**config.mk**
```make
export PLATFORM = sky130hd
export DESIGN_NAME = imem_uart_loader
export DESIGN_NICKNAME = d
export VERILOG_FILES = /design/src/rtl/imem_uart_loader_pkg.sv /design/src/rtl/imem_uart_loader_uart_rx_byte.sv /design/src/rtl/imem_uart_loader.sv
export SDC_FILE = /design/constraint.sdc
export NUM_CORES = 1
export LEC_CHECK = 0
export CORE_MARGIN = 2
export CORE_UTILIZATION = 53
export CTS_CLUSTER_DIAMETER = 120
export CTS_CLUSTER_SIZE = 14
export DETAILED_ROUTE_END_ITERATION = 10
export PLACE_DENSITY = 0.76
export SLEW_MARGIN = 30
export SYNTH_ARGS = -nofsm -noshare
export SYNTH_HDL_FRONTEND = slang
export SYNTH_SLANG_ARGS = --single-unit
```
**constraint.sdc**
```tcl
create_clock -name clk -period 3.4 [get_ports clk]
set_input_delay 0.34 -clock clk [delete_from_list [all_inputs] [get_ports clk]]
set_output_delay 0.34 -clock clk [all_outputs]
set_load 0.02 [all_outputs]
```
**src/rtl/imem_uart_loader_pkg.sv**
```systemverilog
// Shared definitions for the UART image loader: RX state encodings and bit-period helper.
// Pure definitions, no latency; no flow control.
package imem_uart_loader_pkg;

    typedef enum logic [1:0] {
        RX_IDLE  = 2'd0,
        RX_START = 2'd1,
        RX_DATA  = 2'd2,
        RX_STOP  = 2'd3
    } rx_state_t;

    // Integer divide on purpose; also used by the transmit side once it exists.
    function automatic int clks_per_bit(input int clk_freq, input int baud);
        return clk_freq / baud;
    endfunction

endpackage

```
**src/rtl/imem_uart_loader_uart_rx_byte.sv**
```systemverilog
// 8N1 UART byte receiver: 2-flop synchronizer plus mid-bit sampling FSM.
// byte_vld_o/frame_err_o pulse combinationally on the stop-bit sample cycle; no backpressure.
module imem_uart_loader_uart_rx_byte
    import imem_uart_loader_pkg::*;
#(
    parameter int CLKS_PER_BIT = 868
) (
    input  logic       clk,
    input  logic       rst,
    input  logic       rx_i,
    output logic [7:0] byte_o,
    output logic       byte_vld_o,
    output logic       frame_err_o
);

    localparam int CNT_W = $clog2(CLKS_PER_BIT) + 1;
    localparam logic [CNT_W-1:0] HALF_M1 = CNT_W'(CLKS_PER_BIT / 2 - 1);
    localparam logic [CNT_W-1:0] FULL_M1 = CNT_W'(CLKS_PER_BIT - 1);

    logic             r_rx_meta;
    logic             r_rx_sync;
    rx_state_t        r_state;
    rx_state_t        w_state_nxt;
    logic [CNT_W-1:0] r_cnt;
    logic [2:0]       r_bit;
    logic [7:0]       r_shift;
    logic             w_half;
    logic             w_full;
    logic             w_cnt_clr;
    logic             w_shift_en;
    logic             w_byte_vld;
    logic             w_frame_err;

    assign w_half = (r_cnt == HALF_M1);
    assign w_full = (r_cnt == FULL_M1);

    // Line idles high, so the synchronizer resets to 1 to avoid a false start bit.
    always_ff @(posedge clk or posedge rst) begin
        if (rst) begin
            r_rx_meta <= 1'b1;
            r_rx_sync <= 1'b1;
        end else begin
            r_rx_meta <= rx_i;
            r_rx_sync <= r_rx_meta;
        end
    end

    always_ff @(posedge clk or posedge rst) begin
        if (rst) begin
            r_state <= RX_IDLE;
        end else begin
            r_state <= w_state_nxt;
        end
    end

    always_ff @(posedge clk or posedge rst) begin
        if (rst) begin
            r_cnt   <= '0;
            r_bit   <= '0;
            r_shift <= '0;
        end else begin
            r_cnt <= w_cnt_clr ? '0 : r_cnt + CNT_W'(1);
            if (r_state == RX_IDLE) begin
                r_bit <= '0;
            end else if (w_shift_en) begin
                r_bit   <= r_bit + 3'd1;
                r_shift <= {r_rx_sync, r_shift[7:1]};
            end
        end
    end

    always_comb begin
        w_state_nxt = r_state;
        w_cnt_clr   = 1'b0;
        w_shift_en  = 1'b0;
        w_byte_vld  = 1'b0;
        w_frame_err = 1'b0;
        case (r_state)
            RX_IDLE: begin
                w_cnt_clr = 1'b1;
                if (!r_rx_sync) begin
                    w_state_nxt = RX_START;
                end
            end
            RX_START: begin
                if (w_half) begin
                    w_cnt_clr   = 1'b1;
                    w_state_nxt = r_rx_sync ? RX_IDLE : RX_DATA;
                end
            end
            RX_DATA: begin
                if (w_full) begin
                    w_cnt_clr  = 1'b1;
                    w_shift_en = 1'b1;
                    if (r_bit == 3'd7) begin
                        w_state_nxt = RX_STOP;
                    end
                end
            end
            RX_STOP: begin
                if (w_full) begin
                    w_cnt_clr   = 1'b1;
                    w_state_nxt = RX_IDLE;
                    if (r_rx_sync) begin
                        w_byte_vld = 1'b1;
                    end else begin
                        w_frame_err = 1'b1;
                    end
                end
            end
            default: begin
                w_state_nxt = RX_IDLE;
            end
        endcase
    end

    assign byte_o      = r_shift;
    assign byte_vld_o  = w_byte_vld;
    assign frame_err_o = w_frame_err;

endmodule

```
**src/rtl/imem_uart_loader.sv**
```systemverilog
// UART program loader: assembles little-endian words and strobes IM writes (LOADER_CKSUM_EN adds trailing checksum byte).
// we_o rises 1 cycle after the 4th byte's stop-bit sample; no backpressure, bytes outside an active load are dropped.
module imem_uart_loader
    import imem_uart_loader_pkg::*;
#(
    parameter int CLK_FREQ = 100_000_000,
    parameter int BAUD     = 115200,
    parameter int ADDR_W   = 6
) (
    input  logic              clk,
    input  logic              rst,
    input  logic              uart_rx_i,
    input  logic              load_en_i,
    output logic              we_o,
    output logic [ADDR_W-1:0] waddr_o,
    output logic [31:0]       wdata_o,
    output logic              busy_o,
    output logic              done_o,
    output logic              frame_err_o,
    output logic              cksum_err_o
);

    localparam int CLKS_PER_BIT = clks_per_bit(CLK_FREQ, BAUD);

    logic [7:0]        w_byte;
    logic              w_byte_vld;
    logic              w_frame_err;
    logic              w_load_rise;
    logic              w_asm_vld;
    logic              w_word_done;
    logic              w_last_wr;
    logic              w_done_set;

    logic              r_load_q;
    logic [1:0]        r_idx;
    logic [ADDR_W-1:0] r_addr;
    logic [23:0]       r_word;
    logic              r_we;
    logic [ADDR_W-1:0] r_waddr;
    logic [31:0]       r_wdata;
    logic              r_done;
    logic              r_frame_err;

    imem_uart_loader_uart_rx_byte #(
        .CLKS_PER_BIT(CLKS_PER_BIT)
    ) u_rx (
        .clk        (clk),
        .rst        (rst),
        .rx_i       (uart_rx_i),
        .byte_o     (w_byte),
        .byte_vld_o (w_byte_vld),
        .frame_err_o(w_frame_err)
    );

    assign w_load_rise = load_en_i & ~r_load_q;

`ifdef LOADER_CKSUM_EN
    logic       r_img_done;
    logic [7:0] r_sum;
    logic       r_cksum_err;

    // After the last word only the checksum byte is accepted; it is never assembled.
    assign w_asm_vld  = load_en_i & w_byte_vld & ~r_done & ~r_img_done;
    assign w_done_set = load_en_i & w_byte_vld & ~r_done & r_img_done;

    always_ff @(posedge clk or posedge rst) begin
        if (rst) begin
            r_img_done  <= 1'b0;
            r_sum       <= '0;
            r_cksum_err <= 1'b0;
        end else if (!load_en_i) begin
            r_img_done  <= 1'b0;
            r_sum       <= '0;
            r_cksum_err <= 1'b0;
        end else begin
            if (w_asm_vld) begin
                r_sum <= r_sum + w_byte;
            end
            if (w_last_wr) begin
                r_img_done <= 1'b1;
            end
            if (w_done_set) begin
                r_cksum_err <= ((r_sum + w_byte) != 8'h00);
            end
        end
    end

    assign cksum_err_o = r_cksum_err;
`else
    assign w_asm_vld   = load_en_i & w_byte_vld & ~r_done;
    assign w_done_set  = w_last_wr;
    assign cksum_err_o = 1'b0;
`endif

    assign w_word_done = w_asm_vld & (r_idx == 2'd3);
    assign w_last_wr   = w_word_done & (&r_addr);

    always_ff @(posedge clk or posedge rst) begin
        if (rst) begin
            r_load_q    <= 1'b0;
            r_idx       <= '0;
            r_addr      <= '0;
            r_word      <= '0;
            r_we        <= 1'b0;
            r_waddr     <= '0;
            r_wdata     <= '0;
            r_done      <= 1'b0;
            r_frame_err <= 1'b0;
        end else begin
            r_we     <= 1'b0;
            r_load_q <= load_en_i;
            if (w_load_rise) begin
                r_frame_err <= 1'b0;
            end
            if (w_frame_err) begin
                r_frame_err <= 1'b1;
            end
            if (!load_en_i) begin
                r_idx  <= '0;
                r_addr <= '0;
                r_word <= '0;
                r_done <= 1'b0;
            end else begin
                if (w_done_set) begin
                    r_done <= 1'b1;
                end
                if (w_word_done) begin
                    r_we    <= 1'b1;
                    r_waddr <= r_addr;
                    r_wdata <= {w_byte, r_word};
                    r_idx   <= '0;
                    // The address never wraps; the last slot ends the image.
                    if (!(&r_addr)) begin
                        r_addr <= r_addr + ADDR_W'(1);
                    end
                end else if (w_asm_vld) begin
                    case (r_idx)
                        2'd0:    r_word[7:0]   <= w_byte;
                        2'd1:    r_word[15:8]  <= w_byte;
                        default: r_word[23:16] <= w_byte;
                    endcase
                    r_idx <= r_idx + 2'd1;
                end
            end
        end
    end

    assign we_o        = r_we;
    assign waddr_o     = r_waddr;
    assign wdata_o     = r_wdata;
    assign done_o      = r_done;
    assign busy_o      = load_en_i & ~r_done;
    assign frame_err_o = r_frame_err;

endmodule

```
==> results.md, run 1 <==
- Tot Pwr: 2.019 mW
- Combinational share of power: 2.1%
- CORE AREA: 7727 um^2
- Commonest cells after routing, fill and taps aside: nand2_1 (156), dfrtp_1 (98), clkdlybuf4s50_1 (45)
- Vias per Instance: 5.204
- Drt first pass iters: 4
- Power Dens Cells: 406.0 nW/um^2
- Sw Ratio: 22.35%
- Worst-skew pair later-pin latency: 0.36 ns
- Register area: 2505 um^2
- Top-area cell type share of the netlist area: 57.92%
- Maximum clock rate: 0.3902 GHz
- Final Wtd Congestion: 0.8182
- EDFF count, synth: 0
- CTS tree: built
- CTS sink count: 100
- Post-route cell area: 4974 um^2
- Hold crit path type: reg -> reg
- Die area: 8720 um^2
- Cts repair resizes: 0
- Starting density of the core: 54.79%
- Largest area contributor in the netlist: dfrtp_1
- Multi-input gate area: 1587 um^2
- Top post-synthesis cells by area: dfrtp_1 (58%), nand2_1 (14%), mux2i_1 (5.9%), mux2_2 (2.4%), ha_1 (2.4%)
- Clk Tree Root Cell: clkbuf_8
- Final WS setup: 0.8371 ns
- TritonCTS buffer count: 9
- Flop pwr share: 59.0%
- Cell Int Power: 1.568 mW
- RSZ-0062 raised after global routing: no
- Layout cell share with drive strength beyond 1: 8.009%
- Async SR Flop Fraction: 100.0%
- HPWL after detailed placement: 5372 um
- Synthesized instance count: 413
- Port-buffer cells: 45
- Ys flop type: dfrtp_1
- Detail Route Antenna Nets: 0
- Post-synthesis area per instance: 10.25 um^2
- Final hold viol count: 0
- Synth cell types: 44
- Area growth, synth to finish: 17.46%
- Hold-fix buffers, CTS: 0
- VDD IR-drop max: 0.2484 mV
- Lkg Pwr: 2.552 nW
- Placement Cell Area: 4765 um^2
- Post-synthesis register bit count: 100
- Critical path class: reg -> reg
- Crit path capture type: flop
- CP required: 3.65 ns
- WL per Instance: 14.12 um
- Total grt overflow: 0
- Most common cell after layout, fill and taps aside: nand2_1
- Final Max Tran Viols: 0
- Crit Path Max Fanout: 11
- H-Tree Depth: 3
- Total track usage: 20.35%
- Post-Syn Nets: 425
- Core Util, Final: 64.36%
- DRC viols: 0
- Post-CTS Setup Bufs: 0
- Sequential-to-total area share from yosys stat: 59.16%
- Clock Pin Slew Worst Setup and Hold Paths: 0.09 ns
- Final Skew: 0.01392 ns
- Antenna violations before repair: 0
- Final Critical Period: 2.563 ns
- Starting DRC count in detailed routing: 172
- Clk buf depth: 2
- First-pass GRT wire length: 13890 um
- Data arrival, critical path: 2.81 ns
- FP Rows: 32
- Clk network pwr share: 38.8%
- NumNets Final: 469
- Final WL: 7962 um
- Post-Syn Area: 4234 um^2
- Die height: 93.38 um
- Pin count of the biggest net entering global routing: 59
- Status: complete, no violations
- Via count: 2935
- Least-Margin Pin Slew: 0.7998 ns
- Fillers: 623
- Period utilisation layout: 75.38%
- Dpl ws: 0.8484 ns
- Vias in the first global route: 2915
- # setup viols final: 0
- Die X-Extent: 93.38 um
- Relative slew slack: 46.48%
- Sw power: 0.4513 mW
- Max Cap Viol: 0
- Setup TNS: 0 ns
- ANT cells: 0
- Worst setup SP type: flop
- Synth warn: 0
- I/O pins: 47
[layer usage]
layer / GRT usage [%] / vias to the layer above / share of wire [%]
li1: - / 1436 / -
met1: 28.75 / 1436 / 48
met2: 32.01 / 52 / 47
met3: 3.707 / 11 / 3.2
met4: 6.863 / 0 / 1.5
met5: 0 / - / 0
[area by class of cell]
| class | count | share of cell area (%) |
|---|---|---|
| Clock buffer | 10 | 2.767 |
| Clock inverter | 6 | 1.434 |
| Inverter | 12 | 1.057 |
| Multi-Input combinational cell | 285 | 31.90 |
| Sequential cell | 100 | 50.36 |
| Tap cell | 102 | 2.566 |
| Timing Repair Buffer | 49 | 9.912 |
[synthesized netlist by cell type (all sizes together), types with 2 or more instances]
library cell	number
inv	11
mux2i	25
dfrtp	98
xnor2	8
dfstp	2
nand4b	3
nor3	7
or3	2
mux2	9
and4b	2
clkbuf	5
a21oi	3
nor2	19
nand3	8
o21ai	7
nor4	3
nand2	156
buf	11
a22o	2
or4	2
and3	2
ha	8
nand4	2
[power by group through the flow]
stage	registers (mW)	clock network (mW)	logic, mW
6_report	1.19	0.784	0.0430
5_1_grt	1.19	0.844	0.0504
4_1_cts	1.19	0.799	0.0450
3_5_place_dp	1.22	0	0.0452
3_3_place_gp	1.22	0	0.0439
2_1_floorplan	1.22	0	0.0285
[worst max-delay path, cell delays in order (launching register included)]
cell and delay, ns:
dfrtp_1 0.43, or4b_4 0.59, or3_1 0.40, nor2_1 0.62, mux2_2 0.41
[path summary, 6_finish.rpt]
path                                startpoint             end  slack [ns]  cells after the start
worst max-delay path             u_rx.r_cnt[3]  u_rx.byte_o[2]        0.84                      4
worst min-delay path            u_rx.r_rx_meta  u_rx.r_rx_sync        0.37                      0
worst max register to register   u_rx.r_cnt[3]  u_rx.byte_o[2]        0.84                      4
worst min register to register  u_rx.r_rx_meta  u_rx.r_rx_sync        0.37                      0
max in group asynchronous                  rst       r_word[8]        2.25                      3
min in group asynchronous                  rst      waddr_o[2]        0.46                      2
[metrics by stage]
stage,cells,hold slack (ns)
2_1_floorplan,413,0.3445
3_3_place_gp,548,0.3471
3_5_place_dp,548,0.3540
4_1_cts,564,0.3729
5_1_grt,564,0.3691
6_report,564,0.3654
[cells by family (layout without fill, tap and decap cells)]
family | Yosys count | after routing | share of synthesized area (%)
AOI/OAI and AO/OA | 20 | 20 | 3.192
DFF | 100 | 100 | 59.16
adders and majority gates | 8 | 8 | 2.364
buffers and inverters | 28 | 77 | 3.369
and+or+nand+nor | 213 | 213 | 21.66
other | 1 | 1 | 0.08857
xor gates and xnor gates | 9 | 9 | 1.862
muxes | 34 | 34 | 8.304
[sequential cells by signal, summed over array words and instances (netlist names), named ones only]
| name | flops |
|---|---|
| done_o | 1 |
| u_rx.r_cnt | 11 |
| u_rx.r_rx_meta | 1 |
| u_rx.r_bit | 3 |
| we_o | 1 |
| u_rx.byte_o | 8 |
| r_addr | 6 |
| r_load_q | 1 |
| u_rx.r_rx_sync | 1 |
| u_rx.r_state | 1 |
| frame_err_o | 1 |
| waddr_o | 6 |
| r_word | 24 |
| wdata_o | 32 |
| r_idx | 2 |
Power figures use the tool's default switching activity.
==> inputs of run 2 (changes only) <==
==> constraint.sdc (replaced) <==
create_clock -name clk -period 2.55 [get_ports clk]
set_input_delay 0.255 -clock clk [delete_from_list [all_inputs] [get_ports clk]]
set_output_delay 0.255 -clock clk [all_outputs]
set_load 0.02 [all_outputs]
==> run 2 against run 1 <==
  * Worst hold slack worse by 0.062 ns
  * Global-route usage decreased by 0.55 points
  * Fmax up 11%
  * Final cell count rose by 0.53%
  * Sequential power increased by 34%
  * First-iteration DRC count increased by 41%
  * Critical path type unchanged
  * Cell area unchanged
  * Sequential share of layout area stayed put
  * Clock power increased by 22%
  * Via count is 0.10% lower
  * Die area unchanged
==> results.md, run 2 (synthesized netlist as in run 1, its figures left out) <==
- Clk Tree Root Cell: clkbuf_8
- VDD IR-drop max: 0.4432 mV (+78%)
- Final hold viol count: 0 (unchanged)
- NumNets Final: 472 (+0.64%)
- Commonest cells after routing, fill and taps aside: nand2_1 (156), dfrtp_1 (98), clkdlybuf4s50_1 (45)
- Starting density of the core: 54.79% (unchanged)
- CORE AREA: 7727 um^2 (unchanged)
- Post-Place Cells: 551 (+0.55%)
- Power Dens Cells: 523.8 nW/um^2 (+29%)
- Critical Path Sink: waddr_o[0]
- Status: complete, no violations
- Area growth, synth to finish: 17.46% (unchanged)
- Hold crit path type: in -> reg
- Crit path capture type: flop
- Final std cells w/o fill: 567 (+0.53%)
- HPWL after detailed placement: 5203 um (-3.2%)
- Clock Pin Slew Worst Setup and Hold Paths: 0.09 ns (about the same)
- Final hold slack: 0.3036 ns (-0.06177 ns)
- Least-Margin Pin Slew: 0.5682 ns (-0.2316 ns)
- Max Cap Viol: 0 (unchanged)
- Drt first pass iters: 4 (unchanged)
- Via count: 2932 (-0.10%)
- Relative slew slack: 61.77% (+15 points)
- Final Max Tran Viols: 0 (unchanged)
- Clk buf depth: 2 (unchanged)
- Starting DRC count in detailed routing: 242 (+41%)
- Worst reg2reg path startpoint: u_rx.r_cnt[3]
- CTS tree: built
- Most common cell after layout, fill and taps aside: nand2_1
- Total track usage: 19.80% (-0.55 points)
- ANT cells: 0 (unchanged)
- WL per Instance: 13.69 um (-3.0%)
- CP required: 2.85 ns (-0.80 ns)
- Worst reg2reg path depth: 6 (+2)
- Hold Path Stages: 1 (+1)
- Crit Path Max Fanout: 30 (+19)
- Critical path class: reg -> reg
- CP startpoint: u_rx.r_cnt[3]
- Worst-skew pair later-pin latency: 0.37 ns (about the same)
- # setup viols final: 0 (unchanged)
- First-pass GRT wire length: 13540 um (-2.5%)
- Tot Pwr: 2.605 mW (+29%)
- Final WL: 7765 um (-2.5%)
- Final Critical Period: 2.310 ns (-0.2525 ns)
- R2R Setup Slk: 0.24 ns (-0.60 ns)
- Data arrival, critical path: 2.61 ns (-0.20 ns)
- Post-CTS Setup Bufs: 0 (unchanged)
- Vias per Instance: 5.171 (-0.63%)
- TritonCTS buffer count: 9 (unchanged)
- Vias in the first global route: 2858 (-2.0%)
- H-Tree Depth: 3 (unchanged)
- Max reg flops: 32 (unchanged)
- Lkg Pwr: 2.547 nW (-0.19%)
- Setup TNS: 0 ns (unchanged)
- RSZ-0062 raised after global routing: no
- Cts repair resizes: 0 (unchanged)
- Maximum clock rate: 0.4328 GHz (+11%)
- Final Wtd Congestion: 0.8026 (-1.9%)
- Port-buffer cells: 45 (unchanged)
- I/O pins: 47 (unchanged)
- Die X-Extent: 93.38 um (unchanged)
- Antenna violations before repair: 0 (unchanged)
- Total grt overflow: 0 (unchanged)
- Layout cell share with drive strength beyond 1: 8.387% (+0.38 points)
- FP Rows: 32 (unchanged)
- Final Skew: 0.01270 ns (-0.001220 ns)
- DRC viols: 0 (unchanged)
- Hold-fix buffers, CTS: 0 (unchanged)
- Detail Route Antenna Nets: 0 (unchanged)
- Worst setup SP type: flop
- Die area: 8720 um^2 (unchanged)
- CTS sink count: 100 (unchanged)
- Die height: 93.38 um (unchanged)
- Reg2reg end: waddr_o[0]
- Period utilisation layout: 90.61% (+15 points)
- Fillers: 611 (-1.9%)
- Pin count of the biggest net entering global routing: 101 (+71%)
run 2: cell count changes in the layout (fill, tap and decap cells not counted):
cell | before | now
inv_6 | 1 | 2
buf_4 | 3 | 6
clkinv_2 | 1 | 0
bufinv_16 | 1 | 0
inv_4 | 1 | 0
clkinvlp_4 | 1 | 3
clkinv_4 | 2 | 1
clkbuf_1 | 0 | 1
run 2: final cells by class:
cell class	instances	area, um^2	area share [%]
Sequential cell	100	2505	50.36
Multi-Input combinational cell	285	1587	31.90
Timing Repair Buffer	52	515.5	10.36
Clock buffer	11	141.4	2.843
Tap cell	102	127.6	2.566
Inverter	12	53.80	1.082
Clock inverter	5	43.79	0.8805
run 2: how the worst min path moves through the flow:
stage	start	end	slack [ns]
global placement	u_rx.r_rx_meta	u_rx.r_rx_sync	0.35
detailed placement	u_rx.r_rx_meta	u_rx.r_rx_sync	0.35
finish	uart_rx_i	u_rx.r_rx_meta	0.30
CTS	uart_rx_i	u_rx.r_rx_meta	0.30
floorplan	uart_rx_i	u_rx.r_rx_meta	0.26
global route	uart_rx_i	u_rx.r_rx_meta	0.30
run 2: worst max-delay path: stages, from the launching register on:
cell and delay (ns):
dfrtp_1 0.44, or4b_4 0.59, or4_1 0.60, clkinv_4 0.22
buf_4 0.25, nand2_1 0.08, nand2_1 0.07
run 2: layer usage:
layer	part of all wire (%)	up-vias	global-route usage [%]
met5	0	-	0
met4	1.6	0	7.721
met3	2.6	8	2.901
met2	47	47	30.16
met1	49	1433	28.93
li1	-	1444	-
run 2: power by group:
| group | internal (mW) | total, mW | switching (mW) |
|---|---|---|---|
| combinational | 0.0126 | 0.0582 | 0.0456 |
| clock | 0.396 | 0.958 | 0.562 |
| sequential | 1.59 | 1.59 | 0.00116 |
| total | 2.00 | 2.61 | 0.608 |
run 2: stage by stage:
step | instance area [um^2] | setup WS, ns | util [%]
after detailed placement | 4788 | 0.2522 | 61.97
after CTS | 4974 | 0.2352 | 64.36
final | 4974 | 0.2396 | 64.36
after global placement | 4788 | 0.2973 | 61.97
after floorplan | 4238 | 0.4446 | -
after global routing | 4974 | 0.1326 | 64.36
==> inputs of run 3 (changes only) <==
--- a/config.mk
+++ b/config.mk
@@ -10,6 +10,7 @@
 export CTS_CLUSTER_DIAMETER = 120
 export CTS_CLUSTER_SIZE = 14
 export DETAILED_ROUTE_END_ITERATION = 10
+export GPL_TIMING_DRIVEN = 1
 export PLACE_DENSITY = 0.76
 export SLEW_MARGIN = 30
 export SYNTH_ARGS = -nofsm -noshare
==> results of run 3 <==
Final layout, timing and power as in run 2 (identical DEF).
